### config.mk
export PLATFORM = sky130hd
export DESIGN_NAME = mem_arbiter_flat
export DESIGN_NICKNAME = d
export VERILOG_FILES = /design/src/rtl/mem_arbiter_pkg.sv /design/src/rtl/mem_arbiter_if.sv /design/src/rtl/mem_arbiter_rr_pick.sv /design/src/rtl/mem_arbiter.sv /design/src/flat_wrapper.sv
export SDC_FILE = /design/constraint.sdc
export NUM_CORES = 1
export LEC_CHECK = 0
export ABC_AREA = 0
export CORE_MARGIN = 2
export CORE_UTILIZATION = 33
export DETAILED_ROUTE_END_ITERATION = 10
export GPL_ROUTABILITY_DRIVEN = 0
export PLACE_DENSITY_LB_ADDON = 0.2
export SLEW_MARGIN = 20
export SYNTH_ARGS = -nofsm -noshare
export SYNTH_HDL_FRONTEND = slang
export SYNTH_SLANG_ARGS = --single-unit
### constraint.sdc
create_clock -name clk -period 5.2 [get_ports clk]
set_input_delay 0.78 -clock clk [delete_from_list [all_inputs] [get_ports clk]]
set_output_delay 0.78 -clock clk [all_outputs]
set_load 0.05 [all_outputs]
### src/rtl/mem_arbiter_pkg.sv
// Shared constants and helpers for the three-requester RAM arbiter.
package mem_arb_pkg;

   localparam int NREQ   = 3;
   localparam int DEF_AW = 11;
   localparam int DEF_DW = 16;

   localparam logic [1:0] REQ_FETCH = 2'd0;
   localparam logic [1:0] REQ_DATA  = 2'd1;
   localparam logic [1:0] REQ_STACK = 2'd2;

   // Next requester index in round-robin order, wrapping stack back to fetch.
   function automatic logic [1:0] rr_next(input logic [1:0] i);
      logic [1:0] n;
      case (i)
         REQ_FETCH: n = REQ_DATA;
         REQ_DATA:  n = REQ_STACK;
         default:   n = REQ_FETCH;
      endcase
      return n;
   endfunction

   // Requester index to one-hot grant vector; out-of-range index gives no grant.
   function automatic logic [NREQ-1:0] idx_to_onehot(input logic [1:0] i);
      logic [NREQ-1:0] oh;
      case (i)
         REQ_FETCH: oh = 3'b001;
         REQ_DATA:  oh = 3'b010;
         REQ_STACK: oh = 3'b100;
         default:   oh = 3'b000;
      endcase
      return oh;
   endfunction

endpackage

### src/rtl/mem_arbiter_if.sv
// Requester-side and RAM-side signals of the arbiter. The arbiter uses the
// slave view; the CPU core and RAM macro together form the master view.
interface mem_arbiter_if
   import mem_arb_pkg::*;
#(
   parameter int AW = DEF_AW,
   parameter int DW = DEF_DW
);
   logic [NREQ-1:0]    req;
   logic [NREQ-1:0]    we;
   logic [NREQ-1:0]    lock;
   logic [NREQ*AW-1:0] addr;
   logic [NREQ*DW-1:0] wdata;
   logic [NREQ-1:0]    gnt;
   logic [NREQ-1:0]    rvalid;
   logic [DW-1:0]      rdata;
   logic               mem_en;
   logic               mem_we;
   logic [AW-1:0]      mem_addr;
   logic [DW-1:0]      mem_wdata;
   logic [DW-1:0]      mem_rdata;

   modport slave (
      input  req, we, lock, addr, wdata, mem_rdata,
      output gnt, rvalid, rdata, mem_en, mem_we, mem_addr, mem_wdata
   );

   modport master (
      output req, we, lock, addr, wdata, mem_rdata,
      input  gnt, rvalid, rdata, mem_en, mem_we, mem_addr, mem_wdata
   );
endinterface

### src/rtl/mem_arbiter_rr_pick.sv
// Combinational 3-way round-robin picker: scans rr_ptr+1, rr_ptr+2, rr_ptr.
module rr_pick
   import mem_arb_pkg::*;
(
   input  logic [NREQ-1:0] req,
   input  logic [1:0]      rr_ptr,
   output logic [NREQ-1:0] gnt,
   output logic [1:0]      idx,
   output logic            found
);
   logic [1:0] cand_s;

   // First requesting index after the last granted one wins.
   always_comb begin
      found  = 1'b0;
      idx    = 2'd0;
      cand_s = rr_ptr;
      for (int k = 0; k < NREQ; k++) begin
         cand_s = rr_next(cand_s);
         if (!found && req[cand_s]) begin
            found = 1'b1;
            idx   = cand_s;
         end else begin
            found = found;
         end
      end
      if (found) begin
         gnt = idx_to_onehot(idx);
      end else begin
         gnt = 3'b000;
      end
   end
endmodule

### src/rtl/mem_arbiter.sv
// Round-robin arbiter sharing the single-port program/data RAM between
// fetch, data and stack requesters, with a bounded lock for atomic
// multi-word stack sequences. Grant is combinational; read data returns
// one cycle after the grant.
module mem_arbiter
   import mem_arb_pkg::*;
#(
   parameter int AW       = DEF_AW,
   parameter int DW       = DEF_DW,
   parameter int LOCK_MAX = 4
)(
   input  logic          clk,
   input  logic          reset,
   mem_arbiter_if.slave  bus
);
   localparam int CW = $clog2(LOCK_MAX + 1);
   localparam logic [CW-1:0] LOCK_MAX_C = CW'(LOCK_MAX);

   logic [NREQ-1:0] req_eff_s;
   logic [NREQ-1:0] pick_gnt_s;
   logic [1:0]      pick_idx_s;
   logic            pick_vld_s;
   logic [NREQ-1:0] gnt_s;
   logic [1:0]      win_idx_s;
   logic            win_vld_s;

   logic [1:0]      rr_ptr_r;
   logic [NREQ-1:0] rv_q_r;
   logic            lock_act_r;
   logic [1:0]      lock_own_r;
   logic [CW-1:0]   lock_cnt_r;
   logic            lock_act_nx_s;
   logic [1:0]      lock_own_nx_s;
   logic [CW-1:0]   lock_cnt_nx_s;
   logic [CW-1:0]   cnt_inc_s;

   // Requests are masked while reset is held so every output reads zero.
   assign req_eff_s = reset ? 3'b000 : bus.req;

   rr_pick u_pick (
      .req    (req_eff_s),
      .rr_ptr (rr_ptr_r),
      .gnt    (pick_gnt_s),
      .idx    (pick_idx_s),
      .found  (pick_vld_s)
   );

   // Winner: an active lock owner that is still requesting overrides round-robin.
   always_comb begin
      win_idx_s = pick_idx_s;
      win_vld_s = pick_vld_s;
      gnt_s     = pick_gnt_s;
      if (lock_act_r && (lock_own_r <= REQ_STACK) && req_eff_s[lock_own_r]) begin
         win_idx_s = lock_own_r;
         win_vld_s = 1'b1;
         gnt_s     = idx_to_onehot(lock_own_r);
      end else begin
         win_vld_s = pick_vld_s;
      end
   end

   // RAM port is driven from the winner; all zero when nobody is granted.
   always_comb begin
      bus.mem_en    = 1'b0;
      bus.mem_we    = 1'b0;
      bus.mem_addr  = {AW{1'b0}};
      bus.mem_wdata = {DW{1'b0}};
      if (win_vld_s) begin
         bus.mem_en    = 1'b1;
         bus.mem_we    = bus.we[win_idx_s];
         bus.mem_addr  = bus.addr[win_idx_s*AW +: AW];
         bus.mem_wdata = bus.wdata[win_idx_s*DW +: DW];
      end else begin
         bus.mem_en    = 1'b0;
      end
   end

   // Lock bookkeeping: only the granted requester's lock bit matters; the lock
   // ends on a grant without lock or when the count reaches LOCK_MAX.
   always_comb begin
      lock_act_nx_s = lock_act_r;
      lock_own_nx_s = lock_own_r;
      lock_cnt_nx_s = lock_cnt_r;
      cnt_inc_s     = CW'(1);
      if (win_vld_s) begin
         if (bus.lock[win_idx_s]) begin
            if (lock_act_r && (lock_own_r == win_idx_s)) begin
               cnt_inc_s = lock_cnt_r + CW'(1);
            end else begin
               cnt_inc_s = CW'(1);
            end
            lock_own_nx_s = win_idx_s;
            if (cnt_inc_s >= LOCK_MAX_C) begin
               lock_act_nx_s = 1'b0;
               lock_cnt_nx_s = {CW{1'b0}};
            end else begin
               lock_act_nx_s = 1'b1;
               lock_cnt_nx_s = cnt_inc_s;
            end
         end else begin
            lock_act_nx_s = 1'b0;
            lock_cnt_nx_s = {CW{1'b0}};
         end
      end else begin
         lock_act_nx_s = lock_act_r;
      end
   end

   // Arbitration state; reset drops any pending read valid and the lock.
   always_ff @(posedge clk or posedge reset) begin
      if (reset) begin
         rr_ptr_r   <= REQ_STACK;
         rv_q_r     <= 3'b000;
         lock_act_r <= 1'b0;
         lock_own_r <= 2'd0;
         lock_cnt_r <= {CW{1'b0}};
      end else begin
         lock_act_r <= lock_act_nx_s;
         lock_own_r <= lock_own_nx_s;
         lock_cnt_r <= lock_cnt_nx_s;
         if (win_vld_s) begin
            rr_ptr_r <= win_idx_s;
            rv_q_r   <= bus.we[win_idx_s] ? 3'b000 : gnt_s;
         end else begin
            rv_q_r   <= 3'b000;
         end
      end
   end

   assign bus.gnt    = gnt_s;
   assign bus.rvalid = rv_q_r;
   assign bus.rdata  = (|rv_q_r) ? bus.mem_rdata : {DW{1'b0}};

endmodule

### src/flat_wrapper.sv
// flat-port wrapper written by rule: the top's interface ports become plain ports
module mem_arbiter_flat import mem_arb_pkg::*;
#(
   parameter int AW       = DEF_AW,
   parameter int DW       = DEF_DW,
   parameter int LOCK_MAX = 4
)
  (clk, reset, bus_req, bus_we, bus_lock, bus_addr, bus_wdata, bus_mem_rdata, bus_gnt, bus_rvalid, bus_rdata, bus_mem_en, bus_mem_we, bus_mem_addr, bus_mem_wdata);
  mem_arbiter_if #(.AW(AW), .DW(DW)) bus_i ();
  input  logic clk;
  input  logic reset;
  input wire logic [$bits(bus_i.req)-1:0] bus_req;
  input wire logic [$bits(bus_i.we)-1:0] bus_we;
  input wire logic [$bits(bus_i.lock)-1:0] bus_lock;
  input wire logic [$bits(bus_i.addr)-1:0] bus_addr;
  input wire logic [$bits(bus_i.wdata)-1:0] bus_wdata;
  input wire logic [$bits(bus_i.mem_rdata)-1:0] bus_mem_rdata;
  output wire logic [$bits(bus_i.gnt)-1:0] bus_gnt;
  output wire logic [$bits(bus_i.rvalid)-1:0] bus_rvalid;
  output wire logic [$bits(bus_i.rdata)-1:0] bus_rdata;
  output wire logic [$bits(bus_i.mem_en)-1:0] bus_mem_en;
  output wire logic [$bits(bus_i.mem_we)-1:0] bus_mem_we;
  output wire logic [$bits(bus_i.mem_addr)-1:0] bus_mem_addr;
  output wire logic [$bits(bus_i.mem_wdata)-1:0] bus_mem_wdata;
  assign bus_i.req = bus_req;
  assign bus_i.we = bus_we;
  assign bus_i.lock = bus_lock;
  assign bus_i.addr = bus_addr;
  assign bus_i.wdata = bus_wdata;
  assign bus_i.mem_rdata = bus_mem_rdata;
  assign bus_gnt = bus_i.gnt;
  assign bus_rvalid = bus_i.rvalid;
  assign bus_rdata = bus_i.rdata;
  assign bus_mem_en = bus_i.mem_en;
  assign bus_mem_we = bus_i.mem_we;
  assign bus_mem_addr = bus_i.mem_addr;
  assign bus_mem_wdata = bus_i.mem_wdata;
  mem_arbiter #(.AW(AW), .DW(DW), .LOCK_MAX(LOCK_MAX)) u_core (.clk(clk), .reset(reset), .bus(bus_i));
endmodule
# Word level (Yosys, flattened, before mapping)
# Cells that the tools add are included.
[op_classes]
add_sub_neg = 1
multipliers = 1
n_lt_le_gt_ge = 7
n_eq_ne = 8
shifts = 2
mux = 42
n_reduce_logical = 14
[ops]
columns = ["op", "count"]
rows = [
  ["indexed part select 48 x 7 -> 16 bit", 1],
  ["indexed part select 33 x 7 -> 11 bit", 1],
  ["2-to-1 mux 16 bit", 2],
  ["2-to-1 mux 3 bit", 10],
  ["one-hot mux 3 bit (3 select lines)", 2],
  ["less-than comparator 2 x 3 -> 1 bit, second input constant", 5],
  ["2-to-1 mux 1 bit", 14],
  ["binary-select mux 1 bit (select 2 bit)", 6],
  ["one-hot mux 2 bit (2 select lines)", 3],
  ["2-to-1 mux 11 bit", 1],
  ["equality test 2 x 1 -> 1 bit, second input constant", 5],
  ["zero test 2 bit", 5],
  ["2-to-1 mux 2 bit", 4],
  ["multiplier 2 x 4 -> 6 bit, second input constant", 1],
  ["logical AND 1 bit", 5],
  ["equality test 2 bit, second input constant", 2],
  ["adder 3 x 1 -> 3 bit, second input constant", 1],
  ["greater-or-equal comparator 3 bit, second input constant", 1],
  ["OR reduction 3 bit", 1],
  ["equality test 2 bit", 1],
  ["<= comparator 2 bit, second input constant", 1],
  ["zero test 1 bit", 2],
  ["AND reduction 2 bit", 1],
]
[totals]
reg_bits = 11
inputBits = 108
out_inout_bits = 51
wordCells = 80

# Longest topological paths before layout
# Gate-level depths: netlist of the first run.
[logic_depth]
ltp_word = 20
depth_mapped = 9

# By module
# A second synthesis of the first run with hierarchy kept.
[hier_totals]
cells_unflattened = 227
area_unflattened_um2 = 1712.9
[modules_own_cells]
columns = ["mod", "instances", "cells_per_inst", "area_per_inst_um2", "seq_area_each_um2"]
rows = [
  ["mem_arbiter", 1, 215, 1622.8, 276.5],
  ["rr_pick", 1, 12, 90.1, 0.0],
]

# Worst setup path before layout of the first run
# No wires, ideal clock.
[synth_timing]
kind = "input-to-output"
from = "in reset"
to = "out bus_mem_addr[0]"
arrival_ns = 3.353
required_ns = 4.420
path_slack_ns = 1.067
stages = 9
n_path_buf = 3
cell_sequence = "buf_6 -> or3b_4 -> nor2_4 -> a211oi_2 -> or2_1 -> buf_6 -> buf_12 -> mux2i_1 -> a211oi_1"
[synth_between]
elab_chain_cells = 14
[synth_rtl]
columns = ["element", "line_no", "source"]
rows = [
  ["start: declaration", "flat_wrapper.sv:11", "input logic reset;"],
  ["2-to-1 mux 3 bit (*)", "mem_arbiter.sv:38", "assign req_eff_s = reset ? 3'b000 : bus.req;"],
  ["binary-select mux 1 bit (select 2 bit)", "mem_arbiter_rr_pick.sv:20", "if (!found && req[cand_s]) begin"],
  ["2-to-1 mux 1 bit (implied by the code)", "mem_arbiter_rr_pick.sv:20", ""],
  ["2-to-1 mux 1 bit", "mem_arbiter_rr_pick.sv:20", ""],
  ["zero test 1 bit", "mem_arbiter_rr_pick.sv:20", ""],
  ["logical AND 1 bit", "mem_arbiter_rr_pick.sv:20", ""],
  ["2-to-1 mux 1 bit", "mem_arbiter_rr_pick.sv:20", ""],
  ["zero test 1 bit", "mem_arbiter_rr_pick.sv:20", ""],
  ["logical AND 1 bit", "mem_arbiter_rr_pick.sv:20", ""],
  ["2-to-1 mux 2 bit", "mem_arbiter_rr_pick.sv:20", ""],
  ["2-to-1 mux 2 bit", "mem_arbiter.sv:53", "if (lock_act_r && (lock_own_r <= REQ_STACK) && req_eff_s[lock_own_r]) begin"],
  ["multiplier 2 x 4 -> 6 bit", "mem_arbiter.sv:71", "bus.mem_addr = bus.addr[win_idx_s*AW +: AW];"],
  ["indexed part select 33 x 7 -> 11 bit", "mem_arbiter.sv:71", ""],
  ["2-to-1 mux 11 bit (*)", "mem_arbiter.sv:68", "if (win_vld_s) begin"],
  ["end: declaration", "flat_wrapper.sv:23", "output wire logic [$bits(bus_i.mem_addr)-1:0] bus_mem_addr;"],
]
# Every way passes the cells marked *; elsewhere a longest branch is shown, timed or not. The select of a mux whose other input is x is not followed.

# Worst setup path after layout of the first run
[layout_timing]
from = "in reset"
to = "out bus_mem_wdata[3]"
[layout_between]
elab_chain_cells = 13
[layout_rtl]
columns = ["element", "line_no", "source"]
rows = [
  ["2-to-1 mux 3 bit (*)", "mem_arbiter.sv:38", ""],
  ["binary-select mux 1 bit (select 2 bit)", "mem_arbiter_rr_pick.sv:20", ""],
  ["2-to-1 mux 1 bit (implied by the code)", "mem_arbiter_rr_pick.sv:20", ""],
  ["2-to-1 mux 1 bit", "mem_arbiter_rr_pick.sv:20", ""],
  ["zero test 1 bit", "mem_arbiter_rr_pick.sv:20", ""],
  ["logical AND 1 bit", "mem_arbiter_rr_pick.sv:20", ""],
  ["2-to-1 mux 1 bit", "mem_arbiter_rr_pick.sv:20", ""],
  ["zero test 1 bit", "mem_arbiter_rr_pick.sv:20", ""],
  ["logical AND 1 bit", "mem_arbiter_rr_pick.sv:20", ""],
  ["2-to-1 mux 2 bit", "mem_arbiter_rr_pick.sv:20", ""],
  ["2-to-1 mux 2 bit", "mem_arbiter.sv:53", ""],
  ["indexed part select 48 x 7 -> 16 bit", "mem_arbiter.sv:72", "bus.mem_wdata = bus.wdata[win_idx_s*DW +: DW];"],
  ["2-to-1 mux 16 bit (*)", "mem_arbiter.sv:68", ""],
  ["end: declaration", "flat_wrapper.sv:24", "output wire logic [$bits(bus_i.mem_wdata)-1:0] bus_mem_wdata;"],
]
# Marks and branches as above.

==> qor.csv, run 1 <==
stage,metric,value,unit
status,status,"finished, final reports clean",
logic_synthesis,synth_top_area_cell,mux2i_1,
global_routing,grt_first_pass_wirelength,8750,um
sta,setup-tns-final,0,ps
clocking,cts_resized,0,
die,chipWidth,74.2,um
sta,fin_crit,4260,ps
logic_synthesis,ys.warnings.count,0,
clocking,cts_max_path_buffers,2,
sta,rsz0062_at_grt,no,
finish,num_antenna_cells,0,
finish,layout_common_cells,"clkdlybuf4s50_1, nor2_1, buf_4, a211oi_1, mux2i_1",
sta,holdWs,503,ps
logic_synthesis,synth_nets,315,
worst_setup_path,critPathMostFrequentCell,buf_4,
finish,fin_area,3140,um2
global_routing,grt_pass1_vias,1950,
logic_synthesis,synthArstFlopShare,100,%
sta,hold_viol,0,
detailed_routing,wl_per_cell,13.8,um
worst_setup_path,crit_path_start_kind,input pin,
worst_setup_path,critPathSlowestCell,clkdlybuf4s50_1,
sta,maxSlewViolCount,0,
detailed_routing,vias_per_cell,4.97,
clocking,clock_latency,240,ps
pwr,ir_drop,0.147,mV
worst_setup_path,endpoint_kind,output pin,
worst_setup_path,path_class,in2out,
logic_synthesis,seq_area_frac_synth,17.0,%
clocking,numClockSinks,11,
die,fp.dieArea,5510,um2
job,maxCapViolCount,0,
worst_setup_path,path_delay_family,buffers and inverters,
finish,drive_gt1_share,13.9,%
worst_setup_path,cpPeakStageDelay,580,ps
global_routing,grt_max_degree,37,
die,fp.coreArea,4750,um2
sta,setup_viol,0,
die,row_count,25,
sta,clock_skew,1.65,ps
worst_setup_path,cp.arrival,3480,ps
logic_synthesis,synthFlopType,dfrtp_1,
sta,fmax,235,MHz
pwr,powerDensity,347,nW/um2
logic_synthesis,synth_edf_count,0,
detailed_routing,wl,5780,um
logic_synthesis,yosys_register_bits,11,
finish,fin_util,65.9,%
die,io_pins,159,
global_routing,grtUsageTotal,20.0,%
detailed_routing,drt_iter0_markers,61,
placed_design,postPlaceCellArea,3090,um2
pwr,p_leak,1.41,nW
clocking,postCtsSetupBuffers,0,
sta,tightestPinTransition,679,ps
logic_synthesis,synth_top_cells_by_area,"mux2i_1, dfrtp_1, a211oi_1, nor2_1, nor2b_1",
logic_synthesis,synth_cells,206,
detailed_routing,ant_nets,0,
die,initial_core_util,34.2,%
clocking,clock_tree.root_cell,clkbuf_8,
finish,nets,463,
logic_synthesis,synth_top_cell_area_share,16.6,%
finish,layout-area-overhead-vs-synth,92.6,%
detailed_routing,first_pass_iters,4,
worst_setup_path,worstPathCellList,clkdlybuf4s50_1 > nand2b_1 > a21o_2 > a211oi_2 > or2_2 > buf_4 > mux2i_1 > a211oi_1 > buf_4,
worst_setup_path,path_max_fanout,30,
logic_synthesis,avgSynthCellArea,7.90,um2
logic_synthesis,synth_area,1630,um2
detailed_routing,drc_errors,0,
logic_synthesis,synth_cell_types,54,
worst_setup_path,required,4420,ps
placed_design,place_hpwl,4750,um
global_routing,gr-total-overflow,0,
sta,worst_slew_margin_rel,54.7,%
clocking,cts_tree,done,
clocking,cts_buffers,3,
clocking,postCtsHoldBufs,0,
global_routing,antenna_found_initial,0,
detailed_routing,via_count,2089,
sta,finalCritPeriodShare,82.0,%
hold_path,min_path_type,reg2reg,
worst_setup_path,crit_buf_inv,3,
clocking,clk_pin_slew,50,ps
die,chipHeight,74.2,um
clocking,htree_levels,1,
finish,final_common_cell,clkdlybuf4s50_1,
placed_design,portBuffers,158,
[sequential cells by signal, summed over array words and instances, names as in the netlist]
signal             count
u_core.lock_own_r      2
u_core.lock_cnt_r      3
u_core.rr_ptr_r        2
u_core.lock_act_r      1
u_core.bus.rvalid      3
[where the power goes]
group	switching, mW	total (mW)	internal, mW	leakage [nW]
logic	0.523	0.846	0.322	1.25
clock network	0.0333	0.0872	0.0539	0.0228
registers	0.0427	0.155	0.112	0.142
[worst reg2reg max path: stages (launching register included)]
cell and delay, ps:
dfrtp_1 480, or3b_4 470, a211oi_2 290, or2_2 190, buf_4 420, a21oi_1 140
o32a_1 300
[cells by family (layout without fill, tap and decap cells)]
kind of cell,Yosys count,in the layout,share of synthesized area (%)
mux,27,27,16.6
simple gates,83,83,26.3
fa+ha+maj,1,1,0.769
buf+inv,24,171,10.9
compound gates,59,59,27.9
xor+xnor,1,1,0.538
flops,11,11,17.0
[final cells by class]
class | count | area, um2
Clock buffer | 4 | 45.0
Fill cell | 425 | 1620
Inverter | 6 | 22.5
Multi-Input combinational cell | 171 | 1170
Sequential cell | 11 | 277
Tap cell | 67 | 83.8
Timing Repair Buffer | 161 | 1530
[synthesized netlist by cell type (all sizes together) (2+ instances only)]
master and number:
buf 9, nand2 10, dfrtp 10, nor2b 19, a211oi 30, o22ai 2
or2 3, a21o 3, o21ai 5, or3b 2, nor2 35, nor3b 3
nor3 5, o31ai 2, nand3 2, mux2i 27, and2 2, clkbuf 9
inv 6, a21oi 5
[worst paths after layout]
path                                      start                    to  slack, ps  depth (start not counted)
setup / recovery                          reset      bus_mem_wdata[3]        940                          9
hold / removal             u_core.lock_cnt_r[1]  u_core.lock_cnt_r[1]        500                          2
setup reg to reg           u_core.lock_own_r[1]  u_core.lock_own_r[1]       2800                          6
hold reg to reg            u_core.lock_cnt_r[1]  u_core.lock_cnt_r[1]        500                          2
max in group asynchronous                 reset    u_core.rr_ptr_r[1]       3740                          2
min in group asynchronous                 reset  u_core.bus.rvalid[1]       1130                          2
[routing by layer]
layer | vias up | global-route usage (%) | wire (um)
met5 | - | 0 | 0
met4 | 0 | 5.56 | 78
met3 | 7 | 6.37 | 636
met2 | 99 | 36.6 | 2950
met1 | 937 | 22.2 | 2120
li1 | 1046 | - | -
[stage by stage]
stage	cells	worst slack [ps]	power, mW
2_1_floorplan	206	1070	0.761
3_3_place_gp	416	945	0.997
3_5_place_dp	416	949	1.00
4_1_cts	420	918	1.09
5_1_grt	420	756	1.15
6_report	420	938	1.09
(Power assumes the default switching activity.)
==> run 2: changes to the inputs <==
- CORE_UTILIZATION: 33 -> 30
- clock period: 5.2 -> 4.1 ns (I/O delays scaled with it)
==> run 2 against run 1 <==
Against the previous run: register-to-register slack got worse by 950 ps; combinational power grew 45%; clock-buffer cell count is the same; critical path depth did not move; highest routed layer unchanged; clock power rose by 24%; critical path type unchanged; largest power group unchanged; setup slack got worse by 670 ps; cell area is 12% higher.
==> qor.csv, run 2 (synthesis gave the netlist of run 1 again) <==
stage,metric,value,unit
status,status,"finished, final reports clean",
finish,fin_area,3520,um2
hold_path,min_path_type,reg2reg,
clocking,clock_latency,240,ps
die,fp.dieArea,6030,um2
clocking,numClockSinks,11,
sta,setup-tns-final,0,ps
placed_design,portBuffers,158,
sta,rsz0062_at_grt,no,
pwr,power,1.54,mW
clocking,postCtsSetupBuffers,0,
clocking,clock_tree.root_cell,clkbuf_8,
sta,holdWs,492,ps
worst_setup_path,critPathSlowestCell,clkdlybuf4s50_1,
worst_setup_path,required,3480,ps
worst_setup_path,rr_worst_depth,6,
worst_setup_path,endpoint_kind,output pin,
global_routing,gr-total-overflow,0,
pwr,ir_drop,0.240,mV
finish,final_cell_count_no_fill,425,
finish,layout-area-overhead-vs-synth,116,%
clocking,htree_levels,1,
worst_setup_path,critPathMostFrequentCell,buf_12,
detailed_routing,wl_per_cell,14.1,um
global_routing,grt_first_pass_wirelength,9540,um
placed_design,postPlaceCellArea,3480,um2
detailed_routing,drt_iter0_markers,76,
finish,multi_input_area,1170,um2
detailed_routing,first_pass_iters,4,
worst_setup_path,ff2ff_setup_slack,1850,ps
clocking,postCtsHoldBufs,0,
finish,layout_common_cells,"clkdlybuf4s50_1, nor2_1, buf_12, a211oi_1, mux2i_1",
worst_setup_path,cpPeakStageDelay,580,ps
sta,setup_ws,267,ps
finish,fin_util,68.1,%
detailed_routing,vias_per_cell,4.93,
detailed_routing,via_count,2095,
worst_setup_path,path_max_fanout,31,
hold_path,min_to,u_core.lock_cnt_r[1],
global_routing,grt_max_degree,35,
placed_design,placed_cells,421,
sta,fmax,261,MHz
die,chipWidth,77.7,um
global_routing,top_usage_layer,met2,
finish,fillCellCount,425,
die,chipHeight,77.7,um
sta,finalCritPeriodShare,93.5,%
sta,setup_viol,0,
die,io_pins,159,
global_routing,antenna_found_initial,0,
clocking,clk_pin_slew,50,ps
placed_design,place_hpwl,4990,um
worst_setup_path,cp.arrival,3220,ps
pwr,powerDensity,436,nW/um2
global_routing,grtUsageTotal,19.2,%
finish,nets,465,
hold_path,min-delay-start,u_core.lock_cnt_r[1],
sta,fin_crit,3830,ps
worst_setup_path,worstReg2RegEnd,u_core.lock_own_r[1],
job,maxCapViolCount,0,
worst_setup_path,r2r-start,u_core.lock_own_r[1],
finish,area.sequential,277,um2
detailed_routing,ant_nets,0,
worst_setup_path,crit_buf_inv,3,
finish,num_antenna_cells,0,
clocking,cts_max_path_buffers,2,
pwr,p_leak,1.54,nW
sta,worst_slew_margin_rel,65.4,%
global_routing,gr-usage-met1,20.6,%
worst_setup_path,crit_path_start_kind,input pin,
clocking,cts_tree,done,
sta,tightestPinTransition,518,ps
global_routing,grtUsageMet2,35.6,%
clocking,cts_buffers,3,
sta,clock_skew,1.86,ps
worst_setup_path,path_class,in2out,
global_routing,grtUsageMet3,6.63,%
die,row_count,26,
die,fp.coreArea,5170,um2
die,initial_core_util,31.5,%
detailed_routing,drc_errors,0,
worst_setup_path,worstPathCellList,clkdlybuf4s50_1 > or3b_4 > nor2_4 > a21oi_1 > or2_2 > buf_12 > mux2i_1 > a211oi_1 > buf_12,
placed_design,dp_slack,268,ps
hold_path,min_path_cells,2,
clocking,cts_resized,0,
finish,drive_gt1_share,15.2,%
global_routing,grt_pass1_vias,2088,
sta,maxSlewViolCount,0,
finish,final_common_cell,clkdlybuf4s50_1,
sta,hold_viol,0,
worst_setup_path,path_delay_family,simple AND/OR/NAND/NOR gates,
detailed_routing,wl,5980,um
## run 2: power by group
part / leakage [nW] / switching, mW / internal [mW]
clock network: 0.0228 / 0.0399 / 0.0682
logic: 1.37 / 0.696 / 0.538
registers: 0.142 / 0.0520 / 0.142
total: 1.54 / 0.788 / 0.749
## run 2: worst max path at each step
stage / cells after the start / from / to / slack [ps]
global route: 9 / reset / bus_mem_wdata[12] / 110
detailed placement: 9 / reset / bus_mem_addr[3] / 270
global placement: 9 / reset / bus_mem_addr[0] / 340
floorplan: 9 / reset / bus_mem_addr[0] / 300
finish: 9 / reset / bus_mem_addr[3] / 270
CTS: 9 / reset / bus_mem_addr[3] / 270
## run 2: metal layers
layer  vias to the layer above  wire [um]  share of wire (%)
met5                         -          0                  0
met4                         0         57               0.95
met3                         5        701                 12
met2                       114       3050                 51
met1                       929       2170                 36
li1                       1047          -                  -
## run 2: cell type report
type                    count  area share [%]
well taps                  70            2.49
inverters                   6           0.639
clock buffers               4            1.28
repair buffers            163            54.4
flip-flops and latches     11            7.85
multi-input cells         171            33.3
## run 2: worst reg2reg max path, cell delays in order (launching register included)
cell	delay (ps)
dfrtp_1	480
or3b_4	470
a21oi_1	150
or2_1	140
and2_4	350
inv_1	180
o32a_1	350
